[config.mk]
export PLATFORM = sky130hd
export DESIGN_NAME = host_cmd_sequencer
export DESIGN_NICKNAME = d
export VERILOG_FILES = /design/src/rtl/host_cmd_sequencer.sv
export SDC_FILE = /design/constraint.sdc
export NUM_CORES = 1
export LEC_CHECK = 0
export ABC_AREA = 1
export CORE_MARGIN = 4
export CORE_UTILIZATION = 60
export CTS_BUF_LIST = sky130_fd_sc_hd__clkbuf_4 sky130_fd_sc_hd__clkbuf_8
export DETAILED_ROUTE_END_ITERATION = 6
export GPL_ROUTABILITY_DRIVEN = 1
export PLACE_DENSITY = 0.83
export SLEW_MARGIN = 20
export SYNTH_ARGS = -nofsm -noshare
export SYNTH_HDL_FRONTEND = slang
export SYNTH_SLANG_ARGS = --single-unit
[constraint.sdc]
create_clock -name clk -period 5.2 [get_ports clk]
set_input_delay 1.04 -clock clk [delete_from_list [all_inputs] [get_ports clk]]
set_output_delay 1.04 -clock clk [all_outputs]
set_load 0.05 [all_outputs]
[src/rtl/host_cmd_sequencer.sv]
// host_cmd_sequencer
//   Host-side command front end. Host command words are buffered in a FIFO
//   and replayed as single-cycle strobes on the program-load (prog_load_*)
//   and external-input (ext_*) interfaces of the downstream system top.
//   STIM performs inject, one low cycle, then trigger, entirely in hardware.
//
// Ports
//   clk, rst_n          clock, asynchronous active-low reset
//   cmd_valid/ready     command handshake (see below)
//   cmd_data[79:0]      {opcode[3:0], node{y,x}[7:0], nid[3:0], addr[31:0], data[31:0]}
//   prog_load_enable    one-hot node select, high only in a PROG strobe cycle
//   prog_load_write     one-hot write strobe, same timing as prog_load_enable
//   prog_load_addr/data instruction address/word, held between strobes
//   ext_node_select     {y,x}, held between strobes
//   ext_neuron_id       neuron id, or trigger code nid*8+6, held between strobes
//   ext_input_current   current value, held between strobes
//   ext_input_valid     external input strobe
//   busy                FIFO non-empty or sequencer not idle
//   err_illegal         sticky; set whenever a command is dropped as illegal
//   fifo_count          FIFO occupancy
//
// Handshake: a word is accepted on every rising edge where cmd_valid and
// cmd_ready are both high; cmd_ready is high whenever the FIFO is not full and
// does not depend on cmd_valid. cmd_data must be stable while cmd_valid is high.
module host_cmd_sequencer #(
  parameter int MESH_SIZE_X          = 2,
  parameter int MESH_SIZE_Y          = 2,
  parameter int NUM_NODES            = MESH_SIZE_X * MESH_SIZE_Y,
  parameter int NUM_NEURONS_PER_BANK = 4,
  parameter int FIFO_DEPTH           = 8
) (
  input  logic                          clk,
  input  logic                          rst_n,
  input  logic                          cmd_valid,
  output logic                          cmd_ready,
  input  logic [79:0]                   cmd_data,
  output logic [NUM_NODES-1:0]          prog_load_enable,
  output logic [NUM_NODES-1:0]          prog_load_write,
  output logic [31:0]                   prog_load_addr,
  output logic [31:0]                   prog_load_data,
  output logic [7:0]                    ext_node_select,
  output logic [7:0]                    ext_neuron_id,
  output logic [31:0]                   ext_input_current,
  output logic                          ext_input_valid,
  output logic                          busy,
  output logic                          err_illegal,
  output logic [$clog2(FIFO_DEPTH):0]   fifo_count
);

  localparam int PW = $clog2(FIFO_DEPTH);
  localparam int CW = PW + 1;

  localparam logic [3:0] OP_NOP    = 4'd0;
  localparam logic [3:0] OP_PROG   = 4'd1;
  localparam logic [3:0] OP_INJECT = 4'd2;
  localparam logic [3:0] OP_STIM   = 4'd3;
  localparam logic [3:0] OP_WAIT   = 4'd4;

  typedef enum logic [2:0] {S_IDLE, S_PULSE, S_GAP, S_TRIG, S_WAIT} state_t;

  // ---------------- command FIFO ----------------
  logic [79:0]   mem_q [FIFO_DEPTH];
  logic [PW-1:0] wr_ptr_q, rd_ptr_q;
  logic [CW-1:0] count_q;
  logic          push, pop;

  assign cmd_ready  = (count_q < CW'(FIFO_DEPTH));
  assign push       = cmd_valid && cmd_ready;
  assign fifo_count = count_q;

  always_ff @(posedge clk) begin
    if (push) mem_q[wr_ptr_q] <= cmd_data;
  end

  // Pointers wrap naturally because FIFO_DEPTH is a power of two.
  always_ff @(posedge clk or negedge rst_n) begin
    if (!rst_n) begin
      wr_ptr_q <= '0;
      rd_ptr_q <= '0;
      count_q  <= '0;
    end else begin
      if (push) wr_ptr_q <= wr_ptr_q + 1'b1;
      if (pop)  rd_ptr_q <= rd_ptr_q + 1'b1;
      count_q <= count_q + CW'(push) - CW'(pop);
    end
  end

  // ---------------- head-of-FIFO decode ----------------
  logic [79:0]          head;
  logic [3:0]           head_op, head_nid;
  logic [7:0]           head_node;
  logic [31:0]          head_addr, head_data;
  logic [NUM_NODES-1:0] head_onehot;
  logic                 prog_legal, ext_legal;

  assign head        = mem_q[rd_ptr_q];
  assign head_op     = head[79:76];
  assign head_node   = head[75:68];
  assign head_nid    = head[67:64];
  assign head_addr   = head[63:32];
  assign head_data   = head[31:0];
  assign head_onehot = NUM_NODES'(1) << head_node;
  assign prog_legal  = ({1'b0, head_node} < 9'(NUM_NODES));
  assign ext_legal   = ({1'b0, head_node[3:0]} < 5'(MESH_SIZE_X)) &&
                       ({1'b0, head_node[7:4]} < 5'(MESH_SIZE_Y)) &&
                       ({1'b0, head_nid}       < 5'(NUM_NEURONS_PER_BANK));

  // ---------------- sequencer ----------------
  state_t               state_q, state_d;
  logic                 is_prog_q, is_prog_d;
  logic                 trig_pend_q, trig_pend_d;
  logic [15:0]          wait_cnt_q, wait_cnt_d;
  logic                 err_q, err_d;
  logic [NUM_NODES-1:0] onehot_q, onehot_d;
  logic [31:0]          prog_addr_q, prog_addr_d, prog_data_q, prog_data_d;
  logic [7:0]           ext_node_q, ext_node_d, ext_nid_q, ext_nid_d;
  logic [31:0]          ext_cur_q, ext_cur_d;
  logic                 can_decode;

  always_ff @(posedge clk or negedge rst_n) begin
    if (!rst_n) begin
      state_q     <= S_IDLE;
      is_prog_q   <= 1'b0;
      trig_pend_q <= 1'b0;
      wait_cnt_q  <= '0;
      err_q       <= 1'b0;
      onehot_q    <= '0;
      prog_addr_q <= '0;
      prog_data_q <= '0;
      ext_node_q  <= '0;
      ext_nid_q   <= '0;
      ext_cur_q   <= '0;
    end else begin
      state_q     <= state_d;
      is_prog_q   <= is_prog_d;
      trig_pend_q <= trig_pend_d;
      wait_cnt_q  <= wait_cnt_d;
      err_q       <= err_d;
      onehot_q    <= onehot_d;
      prog_addr_q <= prog_addr_d;
      prog_data_q <= prog_data_d;
      ext_node_q  <= ext_node_d;
      ext_nid_q   <= ext_nid_d;
      ext_cur_q   <= ext_cur_d;
    end
  end

  // A new command may be decoded whenever the current one is on its last
  // cycle (final GAP, last WAIT cycle) as well as in IDLE, so back-to-back
  // single-pulse commands run at one strobe every two cycles.
  always_comb begin
    state_d     = state_q;
    is_prog_d   = is_prog_q;
    trig_pend_d = trig_pend_q;
    wait_cnt_d  = wait_cnt_q;
    err_d       = err_q;
    onehot_d    = onehot_q;
    prog_addr_d = prog_addr_q;
    prog_data_d = prog_data_q;
    ext_node_d  = ext_node_q;
    ext_nid_d   = ext_nid_q;
    ext_cur_d   = ext_cur_q;
    can_decode  = 1'b0;
    pop         = 1'b0;

    case (state_q)
      S_PULSE: state_d = S_GAP;
      S_GAP: begin
        if (trig_pend_q) begin
          // Trigger code for the injected neuron: nid*8+6.
          state_d     = S_TRIG;
          trig_pend_d = 1'b0;
          ext_nid_d   = {ext_nid_q[4:0], 3'b110};
          ext_cur_d   = 32'h0000_0001;
        end else begin
          can_decode = 1'b1;
        end
      end
      S_TRIG: state_d = S_GAP;
      S_WAIT: begin
        if (wait_cnt_q > 16'd1) wait_cnt_d = wait_cnt_q - 16'd1;
        else                    can_decode = 1'b1;
      end
      default: can_decode = 1'b1;
    endcase

    if (can_decode) begin
      state_d = S_IDLE;
      if (count_q != '0) begin
        pop = 1'b1;
        case (head_op)
          OP_NOP: ;
          OP_PROG: begin
            if (prog_legal) begin
              state_d     = S_PULSE;
              is_prog_d   = 1'b1;
              onehot_d    = head_onehot;
              prog_addr_d = head_addr;
              prog_data_d = head_data;
            end else begin
              err_d = 1'b1;
            end
          end
          OP_INJECT, OP_STIM: begin
            if (ext_legal) begin
              state_d     = S_PULSE;
              is_prog_d   = 1'b0;
              trig_pend_d = (head_op == OP_STIM);
              ext_node_d  = head_node;
              ext_nid_d   = {4'h0, head_nid};
              ext_cur_d   = head_data;
            end else begin
              err_d = 1'b1;
            end
          end
          OP_WAIT: begin
            if (head_data[15:0] != 16'd0) begin
              state_d    = S_WAIT;
              wait_cnt_d = head_data[15:0];
            end
          end
          default: err_d = 1'b1;
        endcase
      end
    end
  end

  // Strobes are decoded from state so an asynchronous reset kills them at once.
  assign prog_load_write   = (state_q == S_PULSE && is_prog_q) ? onehot_q : '0;
  assign prog_load_enable  = prog_load_write;
  assign ext_input_valid   = (state_q == S_PULSE && !is_prog_q) || (state_q == S_TRIG);
  assign prog_load_addr    = prog_addr_q;
  assign prog_load_data    = prog_data_q;
  assign ext_node_select   = ext_node_q;
  assign ext_neuron_id     = ext_nid_q;
  assign ext_input_current = ext_cur_q;
  assign busy              = (count_q != '0) || (state_q != S_IDLE);
  assign err_illegal       = err_q;

endmodule
==> impl_results.md <==
- Post-synthesis cell type count: 38
- I/O Buffers: 210
- Synth async-reset ratio: 18.78%
- CTS resizes: 0
- Hold violation total from the final report: 0
- Worst VDD drop: about 0.00036 V
- All-Layer GR Usage: about a quarter
- Setup bufs post-CTS: 0
- EDFF count, synth: 640
- Yosys warning total: 0
- Crit start category: flop
- Detailed Route WL: around 74000 um
- Synthesized cell area: 31610 um^2
- Power density over cell area: ~520 nW/um^2
- Post-synth top area cell: edfxtp_1
- Nets: between 2000 and 3000
- Crit-path cells: inv_1 > nand4_1 > nor2_1 > clkdlybuf4s50_1
- Final Core Density: between 70% and 80%
- Nature of the critical path endpoint: primary output
- Top-Level Pins: ~210
- Fmax: about 240 MHz
- CP max stage delay: between 0.9 and 1 ns
- First-pass GRT wire length: between 100000 and 150000 um
- Worst min path class: reg2reg
- GPL Wtd Cong: about 0.94
- Clk_skew: about 0.032 ns
- Crit-path max FO: 8
- Setup CP Type: reg2out
- Pwr Total: ~19 mW
- CP delay by family, top: buffers and inverters
- Detail Route Antenna Nets: 0
- Mean post-synth cell area: around 12 um^2
- FILL cells: 3326
- Clock sink total: 788
- Hold buffer count at CTS: 0
- Seq cells post-synth: about 790
- Share of cells above drive strength 1: a little under a tenth
- Status: finished clean
- Pleak: ~14 nW
- Initial antenna violation count: 7
- Root Buffer: clkbuf_8
- Max-slew headroom: approximately 30%
- TritonCTS Buffers: roughly 110
- Synth top area share: around three fifths
- Flop2flop setup slack: ~1.2 ns
- Final worst-path cycle share: between 80% and 90%
- Drt wl/cell: 20.34 um
- Largest net degree at the start of global routing: 141
- Synth Flop Type: edfxtp_1
- CTS tree: built
- Final setup vio count: 0
- Commonest non-fill, non-tap cells in the layout: edfxtp_1, nand2_1, nor2_1
- Starting Density: 61.12%
- Max Cap Violations: 0
- Worst Path Buf+Inv: 2
- # rows: 83
- Chip Height: 237.5 um
- Most common cell after layout, fill and taps aside: edfxtp_1
- Least-Margin Pin Slew: between 1 and 1.5 ns
- Syn nets: 2743
- GRT overflow: 0
- Die Wd: between 200 and 250 um
- Die area: 56420 um^2
- Post-route DRC: 0
- Clock tree buffer depth: 3
- CP Data Arrival Time: around 3.2 ns
- Vias in the first global route: ~21000
- Initial drt markers: roughly 2400
- Seq/Total Area, Yosys: between 70% and 80%
- H-tree levels: 3
- Worst skew pair latency: roughly 0.71 ns
- Crit path max-delay cell type: clkdlybuf4s50_1
- CTS clk-pin slew, worst paths: roughly 0.06 ns
- Synth-to-layout area growth: 15.39%
- Critical Path RT: 4.16 ns
- Vias: 21110
- Core Box Area: ~52000 um^2
- First-pass DRT Iterations: 6
- Unrepaired setup endpoints after global routing: false
- Synth top area cells: edfxtp_1, dfrtp_1, nand2_1
- Crit path time final: 4.200 ns
- Dpl hpwl: around 42000 um
- Routed vias/inst: 5.807
- Gate Count Post-Synth: ~2700
- Fin. max-slew vios: 0
kinds of logic (layout without fill, tap and decap cells):
group	Yosys count	after routing	synth area share (%)
xor gates and xnor gates	18	18	0.4987
other	0	4	0
adders and majority gates	10	10	0.4196
DFF	788	788	72.51
AOI/OAI and AO/OA	546	546	9.535
buffers and inverters	310	611	4.579
muxes	14	14	0.4433
and+or+nand+nor	964	964	12.01
synthesized netlist by cell type, types with 2 or more instances:
library cell and count:
a21oi_1 16, a221o_1 4, buf_1 7, buf_2 43, buf_4 13, buf_6 24
clkbuf_1 66, dfrtp_1 148, edfxtp_1 640, ha_1 9, inv_1 150, inv_2 6
mux2i_1 14, nand2_1 477, nand2_2 7, nand3_1 74, nand4_1 5, nor2_1 384
nor2_2 5, nor3_1 5, o211ai_1 2, o21ai_0 315, o21ai_1 98, o21ai_2 11
o221ai_1 33, o22ai_1 65, or2_2 2, xnor2_1 5, xor2_1 13
per-stage QoR:
step	instances	setup TNS (ns)	hold slack, ns	setup WS [ns]	area [um^2]
global placement	3415	0	0.4485	1.466	34100
detailed placement	3415	0	0.4535	1.260	34100
finish	3635	0	0.4657	1.000	36480
floorplan	2650	-52.20	0.4926	-0.1631	31620
global route	3635	0	0.5031	0.8092	36480
CTS	3631	0	0.4685	1.042	36460
cell type report:
| type | instances | area (um^2) | area share, % |
|---|---|---|---|
| Multi-Input combinational cell | 1552 | 7310 | 20.04 |
| Tap cell | 680 | 850.8 | 2.332 |
| Clock inverter | 61 | 419.2 | 1.149 |
| Antenna cell | 4 | 10.01 | 0.02744 |
| Clock buffer | 155 | 1946 | 5.334 |
| Timing Repair Buffer | 239 | 2412 | 6.613 |
| Sequential cell | 788 | 22930 | 62.86 |
| Inverter | 156 | 600.6 | 1.646 |
path summary, 6_finish.rpt:
path | startpoint | end | cells past startpoint
max in group asynchronous | rst_n | prog_load_addr[14]$_DFFE_PN0P_ | 2
worst min register to register | ext_node_select[7]$_DFFE_PN0P_ | ext_node_select[7]$_DFFE_PN0P_ | 2
min in group asynchronous | rst_n | prog_load_data[22]$_DFFE_PN0P_ | 1
worst max-delay path | state_q[2]$_DFFE_PN0P_ | prog_load_write[1] | 4
worst min-delay path | ext_node_select[7]$_DFFE_PN0P_ | ext_node_select[7]$_DFFE_PN0P_ | 2
worst max register to register | rd_ptr_q[0]$_DFFE_PN0P_ | wait_cnt_q[6]$_DFF_PN0_ | 15
power by group:
part           leakage, nW  internal (mW)  switching, mW
Sequential            7.79           7.55          0.402
Combinational         4.57           1.73           4.41
Clock                 1.26           2.69           2.28
state kept, by name, indices dropped and copies added, names as in the netlist:
name,flops
err_illegal,1
ext_input_current,32
ext_neuron_id,8
ext_node_select,8
fifo_count,4
is_prog_q,1
mem_q,640
onehot_q,4
prog_load_addr,32
prog_load_data,32
rd_ptr_q,3
state_q,3
trig_pend_q,1
wait_cnt_q,16
wr_ptr_q,3
worst min-delay path, delay by kind of cell (launching register included):
family	cells	cell delay [ns]
buffers and inverters	1	0.04
DFF	1	0.34
and+or+nand+nor	1	0.05
layer usage:
metal | vias to the layer above | global-route usage (%) | wire length, um
li1 | 9637 | - | -
met1 | 10228 | 35.12 | 29210
met2 | 1083 | 42.25 | 35920
met3 | 156 | 5.035 | 7006
met4 | 6 | 8.687 | 1770
met5 | - | 0 | 46
Note: power is estimated with default switching activity, not from simulation.
==> RTL edit 1: new RTL, same settings <==
`FIFO_DEPTH`: 8 -> 4.
--- a/src/rtl/host_cmd_sequencer.sv
+++ b/src/rtl/host_cmd_sequencer.sv
@@ -27,7 +27,7 @@
   parameter int MESH_SIZE_Y          = 2,
   parameter int NUM_NODES            = MESH_SIZE_X * MESH_SIZE_Y,
   parameter int NUM_NEURONS_PER_BANK = 4,
-  parameter int FIFO_DEPTH           = 8
+  parameter int FIFO_DEPTH           = 4
 ) (
   input  logic                          clk,
   input  logic                          rst_n,
Ports: changed (resized fifo_count); port bits go from 211 to 210. No check against the original RTL was run, so the function may have changed too.
==> RTL edit 1 against the original RTL <==
- power down 39%
- sequential cell count down 323
- wire length down 42%
- via count down 39%
- global-route usage down 0.39 points
- setup slack better by 450 ps
- non-clock buffer count down 11
- final area down 39%
- register-to-register slack better by 320 ps
- synthesized area down 42%
- combinational power down 43%
- critical path type unchanged
- critical endpoint is now prog_load_enable[3]
==> RTL edit 1: results (changes against the original RTL) <==
** Status
- The run finished with clean final reports.

** Cells and area
- The number of flip-flops under the largest register name came to 320 (-50%).
- More flip-flops sit in one register than any other, and that register is mem_q.
- Design area :: 0.0223 mm² (-39%)
- Final-layout fill cell count :: 1913 (-42%)
- Share of post-route cells with drive strength above 1 :: 8.87% (-0.18 points)
- The post-layout net count was 1915 (-35%).

** Logic synthesis
- The number of nets in the synthesized netlist is 1698 (-38%).
- Most used standard cells in the synthesized netlist :: nand2_1, edfxtp_1, nor2_1
- The sequential element share of the synthesized area came to 72.0% (-0.47 points).
- Biggest area contributors in the synthesized netlist :: edfxtp_1, dfrtp_1, nand2_1, nand3_1, nor2_1
- The fraction of synthesis flops using an asynchronous set or reset pin was 31.2% (+12 points).
- The count of cell types in the netlist came to 37 (-2.6%).
- Number of enable flip-flop cells after synthesis :: 320 (-50%)
- The count of synthesis-stage warnings from yosys came to 0 (unchanged).

** STA
- Summed negative setup slack over all endpoints :: 0 ps (unchanged)
- The worst relative slew slack came to 30.3% (+0.29 points).
- Final worst clock skew :: 26.1 ps (-5.69 ps)

** Clock tree
- The tree is rooted in a clkbuf_8.
- The post-CTS setup buffer count was 0 (unchanged).
- The maximum buffer depth of the clock tree is 3 (unchanged).
- The number of gates given a new drive strength after cts came to 0 (unchanged).
- Number of hold buffers added after cts :: 0 (unchanged)
- Clock slew at reported path FFs :: 60 ps (about the same)
- H-tree level count :: 3 (unchanged)
- Insertion delay of the later-clocked pin in the worst-skew pair :: 590 ps (-120 ps)
- The CTS buffer count was 72 (-37%).

** Setup path
- Endpoint arrival time on the critical path :: 2710 ps (-450 ps)
- Slowest-stage cell, CP :: clkdlybuf4s50_1
- Maximum fanout along the worst path :: 4 (-4)
- Worst path max stage delay :: 910 ps (-30 ps)

** Place
- Area after DPL :: 0.0207 mm² (-39%)
- The half-perimeter wire length after placement came to 25600 µm (-39%).
- The count of input and output buffers came to 209 (-0.48%).
- The final weighted congestion in routability-driven placement is 0.910 (-3.5%).

** Hold path
- Path category of the worst min-delay check :: reg2reg

** Power and ir drop
- Worst voltage drop across the vdd grid :: 0.380 mV (+6.8%)
- The switching power was 4240 µW (-40%).
- The total leakage power is 0.00898 µW (-34%).

** Route
- The final wirelength came to 42900 µm (-42%).
- The total number of vias came to 12800 (-39%).
- The count of TritonRoute iterations in the first routing pass came to 6 (unchanged).
- First DRT Iteration DRCs :: 1058 (-56%)

** Global route
- The global-route usage over all layers is 25.3% (-0.39 points).
- Antenna violations before repair :: 4 (-3)
- The global-route wire length before repair was 66800 µm (-42%).
- The pin count of the biggest net entering global routing is 109 (-23%).
-- RTL edit 1: changes by cell type in the layout (fill, tap and decap cells not counted), moves of 31 or more --
cell,change
edfxtp_1,-320
nor2_1,-213
o21ai_0,-192
inv_1,-90
o21ai_1,-87
nand3_1,+54
clkbuf_8,-45
o221ai_1,-33
nand2_1,-31
-- RTL edit 1: path summary, 6_finish.rpt --
check,slack [ps],cells after the start,to,startpoint
setup / recovery,1450,5,prog_load_enable[3],state_q[0]
hold / removal,470,2,prog_load_data[19],prog_load_data[19]
setup reg to reg,1550,11,wait_cnt_q[11],rd_ptr_q[1]
hold reg to reg,470,2,prog_load_data[19],prog_load_data[19]
max in group asynchronous,3540,2,prog_load_addr[4],rst_n
min in group asynchronous,550,1,ext_input_current[8],rst_n
-- RTL edit 1: routing by layer --
metal / vias to the layer above / share of wire [%] / GRT usage, %
met5: - / 0.079 / 0
met4: 4 / 3.0 / 9.36
met3: 114 / 9.3 / 6.62
met2: 639 / 48 / 41.6
met1: 6120 / 40 / 33.0
li1: 5946 / - / -
-- RTL edit 1: final cells by class --
| class | instances | area share (%) |
|---|---|---|
| Sequential cell | 465 | 59.3 |
| Multi-Input combinational cell | 991 | 20.2 |
| Timing Repair Buffer | 228 | 10.1 |
| Clock buffer | 102 | 5.64 |
| Tap cell | 390 | 2.18 |
| Clock inverter | 32 | 1.46 |
| Inverter | 65 | 1.11 |
| Antenna cell | 4 | 0.0448 |
-- RTL edit 1: logic make-up after synthesis --
| kind of cell | share of synthesized area (%) |
|---|---|
| AO/OA/AOI/OAI | 5.91 |
| XOR/XNOR | 0.906 |
| adder cells (fa/ha/maj) | 0.654 |
| AND/OR/NAND/NOR | 16.8 |
| buffers and inverters | 3.65 |
| flip-flops | 72.0 |
-- RTL edit 1: power by group through the flow --
stage | clock [µW] | combinational (µW) | sequential [µW]
2_1_floorplan | 0 | 2120 | 5290
3_3_place_gp | 0 | 3370 | 4960
3_5_place_dp | 0 | 3490 | 4980
4_1_cts | 3320 | 3510 | 4920
5_1_grt | 3500 | 3870 | 4980
6_report | 3270 | 3530 | 4930
-- RTL edit 1: through the flow --
| stage | power [µW] | hold slack, ps | std cells | setup WS (ps) |
|---|---|---|---|---|
| after floorplan | 7400 | 464 | 1606 | 20.4 |
| after global placement | 8330 | 455 | 2139 | 1800 |
| after detailed placement | 8470 | 462 | 2139 | 1690 |
| after CTS | 11800 | 473 | 2273 | 1410 |
| after global routing | 12300 | 491 | 2275 | 1300 |
| final | 11700 | 470 | 2277 | 1450 |
-- RTL edit 1: worst max-delay path, delay by kind of cell (launching register included) --
family / cells / cell delay [ps]
buffers and inverters: 2 / 990
AND/OR/NAND/NOR: 3 / 770
flip-flops: 1 / 370
==> RTL edit 2: new RTL, same settings <==
Without the edit above. Reset style: synchronous (`rst_n`), changed in 2 clocked blocks. Comments in the files are not updated.
--- a/src/rtl/host_cmd_sequencer.sv
+++ b/src/rtl/host_cmd_sequencer.sv
@@ -73,7 +73,7 @@
   end
 
   // Pointers wrap naturally because FIFO_DEPTH is a power of two.
-  always_ff @(posedge clk or negedge rst_n) begin
+  always_ff @(posedge clk) begin
     if (!rst_n) begin
       wr_ptr_q <= '0;
       rd_ptr_q <= '0;
@@ -117,7 +117,7 @@
   logic [31:0]          ext_cur_q, ext_cur_d;
   logic                 can_decode;
 
-  always_ff @(posedge clk or negedge rst_n) begin
+  always_ff @(posedge clk) begin
     if (!rst_n) begin
       state_q     <= S_IDLE;
       is_prog_q   <= 1'b0;
Formal check against the unedited RTL: differs if rst_n is asserted again (counterexample within 4 cycles, from zero or initial values and one cycle with rst_n low); with rst_n held inactive, the same outputs for 4 cycles.
==> RTL edit 2 against the original RTL <==
- sequential cell count rose by 3
- final area rose by 3.8%
- sequential share of layout area fell by 4.1 points
- largest cell class unchanged
- wire length rose by 9.0%
- synthesized area rose by 3.1%
- die area rose by 3.0%
- highest routed layer unchanged
- power fell by 3.9%
- setup slack improved by 300 ps
- non-clock buffer count did not move
- combinational power fell by 14%
==> RTL edit 2: results (changes against the original RTL) <==
** Global route
- The number of antenna violations at the first check in global routing was 6 (-1).
- The number of global-route vias before repair is 23000 (+9.9%).
- The pin count of the biggest net entering global routing is 205 (+45%).
- Wire length of the first global-routing pass :: 124000 µm (+8.5%)
- Combined global-route utilization of all metal layers :: 27.4% (+1.7 points)

** Clock tree
- The register clock-pin slew on the reported worst setup and hold paths was 60 ps (about the same).
- Post-CTS setup repair buffer count :: 0 (unchanged)
- Longest Clk Path Bufs :: 3 (unchanged)
- The CTS buffer count is 121 (+6.1%).
- Number of gates given a new drive strength after cts :: 0 (unchanged)
- The H-tree depth reported by CTS came to 3 (unchanged).
- The cell sitting at the root of the clock tree is a clkbuf_8.
- The latest clock arrival within the worst-skew pair came to 760 ps (+50 ps).

** Logic synthesis
- The count of cell types in the netlist came to 39 (+2.6%).
- The count of synthesis-stage warnings from yosys came to 0 (unchanged).
- The fraction of synthesis flops using an asynchronous set or reset pin is 0% (-19 points).
- The number of enable-type register cells in the synthesized netlist came to 640 (unchanged).
- The number of nets in the synthesized netlist is 3267 (+19%).
- The sequential element share of the synthesized area was 68.3% (-4.3 points).
- Most used flip-flop cell after synthesis :: edfxtp_1
- Biggest area contributors in the synthesized netlist :: edfxtp_1, nand2_1, dfxtp_1, nor2_1, inv_1
- Most used standard cells in the synthesized netlist :: nand2_1, edfxtp_1, nor2_1

** Cells and area
- mem_q holds more flip-flops than any other register.
- Share of post-route cells with drive strength above 1 :: 8.09% (-0.96 points)
- Final-layout fill cell count :: 3635 (+9.3%)
- The number of flip-flops under the largest register name is 640 (unchanged).
- Total number of nets in the final design :: 3461 (+18%)

** Route
- The routed length on met2 was 39300 µm (+9.4%).
- The average via count per standard cell came to 5.60 (-3.5%).
- The count of TritonRoute iterations in the first routing pass came to 7 (+1).
- Highest routing layer actually used :: met5
- The wire length on met1 came to 31200 µm (+7.0%).
- First DRT Iteration DRCs :: 2499 (+3.3%)
- The detailed route wirelength on metal3 was 7750 µm (+11%).
- The final wirelength came to 80600 µm (+9.0%).

** Hold path
- Cell depth of the worst hold path :: 2 (unchanged)
- Path category of the worst min-delay check :: reg2reg

** Place
- Area after DPL :: 0.0352 mm² (+3.1%)
- The half-perimeter wire length after placement came to 45100 µm (+7.0%).
- The count of input and output buffers came to 210 (unchanged).
- The final weighted congestion in routability-driven placement is 0.867 (-8.1%).

** Status
- Status :: completed

** Power and ir drop
- P_leak :: 0.0150 µW (+10%)
- Worst voltage drop across the vdd grid :: 0.317 mV (-11%)
- Sw frac :: 34.7% (-2.5 points)

** Setup path
- Endpoint arrival time on the critical path :: 2860 ps (-300 ps)
- The path depth of the worst reg2reg path is 11 (-4).
- The maximum fanout encountered on the critical timing path came to 3 (-5).

** STA
- The maximum clock skew at final layout is 49.5 ps (+17.7 ps).
- Worst-margin pin slew :: 1120 ps (+68.9 ps)
RTL edit 2: path summary, 6_finish.rpt:
check | from | to | slack [ps]
worst max-delay path | fifo_count[3] | busy | 1300
worst min-delay path | ext_node_select[5] | ext_node_select[5] | 460
worst max register to register | register | ext_input_current[23] | 1440
worst min register to register | ext_node_select[5] | ext_node_select[5] | 460
RTL edit 2: metrics by stage:
step / std cells / TNS, ps / setup slack (ps) / util, %
2_1_floorplan: 3175 / -20670 / -64.6 / -
3_3_place_gp: 3942 / 0 / 1700 / 65.3
3_5_place_dp: 3942 / 0 / 1530 / 65.3
4_1_cts: 4171 / 0 / 1300 / 70.4
5_1_grt: 4173 / 0 / 1120 / 70.4
6_report: 4175 / 0 / 1300 / 70.4
RTL edit 2: metal layers:
layer,up-vias,GRT usage [%]
met4,4,11.0
met1,11100,35.8
li1,10900,-
met3,185,5.58
met5,-,0
met2,1193,45.8
RTL edit 2: final cells by class:
cell class                 instances  area share [%]
antenna                            4          0.0264
clock buffer                     198            6.37
clock inverter                    31           0.757
inverter                         322            3.22
multi-input combinational       1894            22.2
sequential                       791            58.8
tap                              696            2.30
timing repair buffer             239            6.38
RTL edit 2: critical path: stages (launching register included):
cell and delay, ps:
dfxtp_1 340, inv_1 80, ha_1 180, nand2_1 240, inv_1 190, nand3_1 240
clkdlybuf4s50_1 860
RTL edit 2: cell families after synthesis:
| family | after synthesis | share of synthesized area [%] |
|---|---|---|
| AOI/OAI and AO/OA | 309 | 5.59 |
| xor gates and xnor gates | 15 | 0.403 |
| adders and majority gates | 9 | 0.369 |
| buffers and inverters | 490 | 6.17 |
| DFF | 791 | 68.3 |
| and+or+nand+nor | 1561 | 19.2 |
RTL edit 2: power groups by stage:
stage / clock [µW] / sequential [µW] / combinational [µW]
detailed placement: 0 / 7640 / 5120
global placement: 0 / 7620 / 4930
finish: 5550 / 7520 / 5270
CTS: 5600 / 7510 / 5180
global route: 5920 / 7540 / 5810
floorplan: 0 / 7590 / 3740
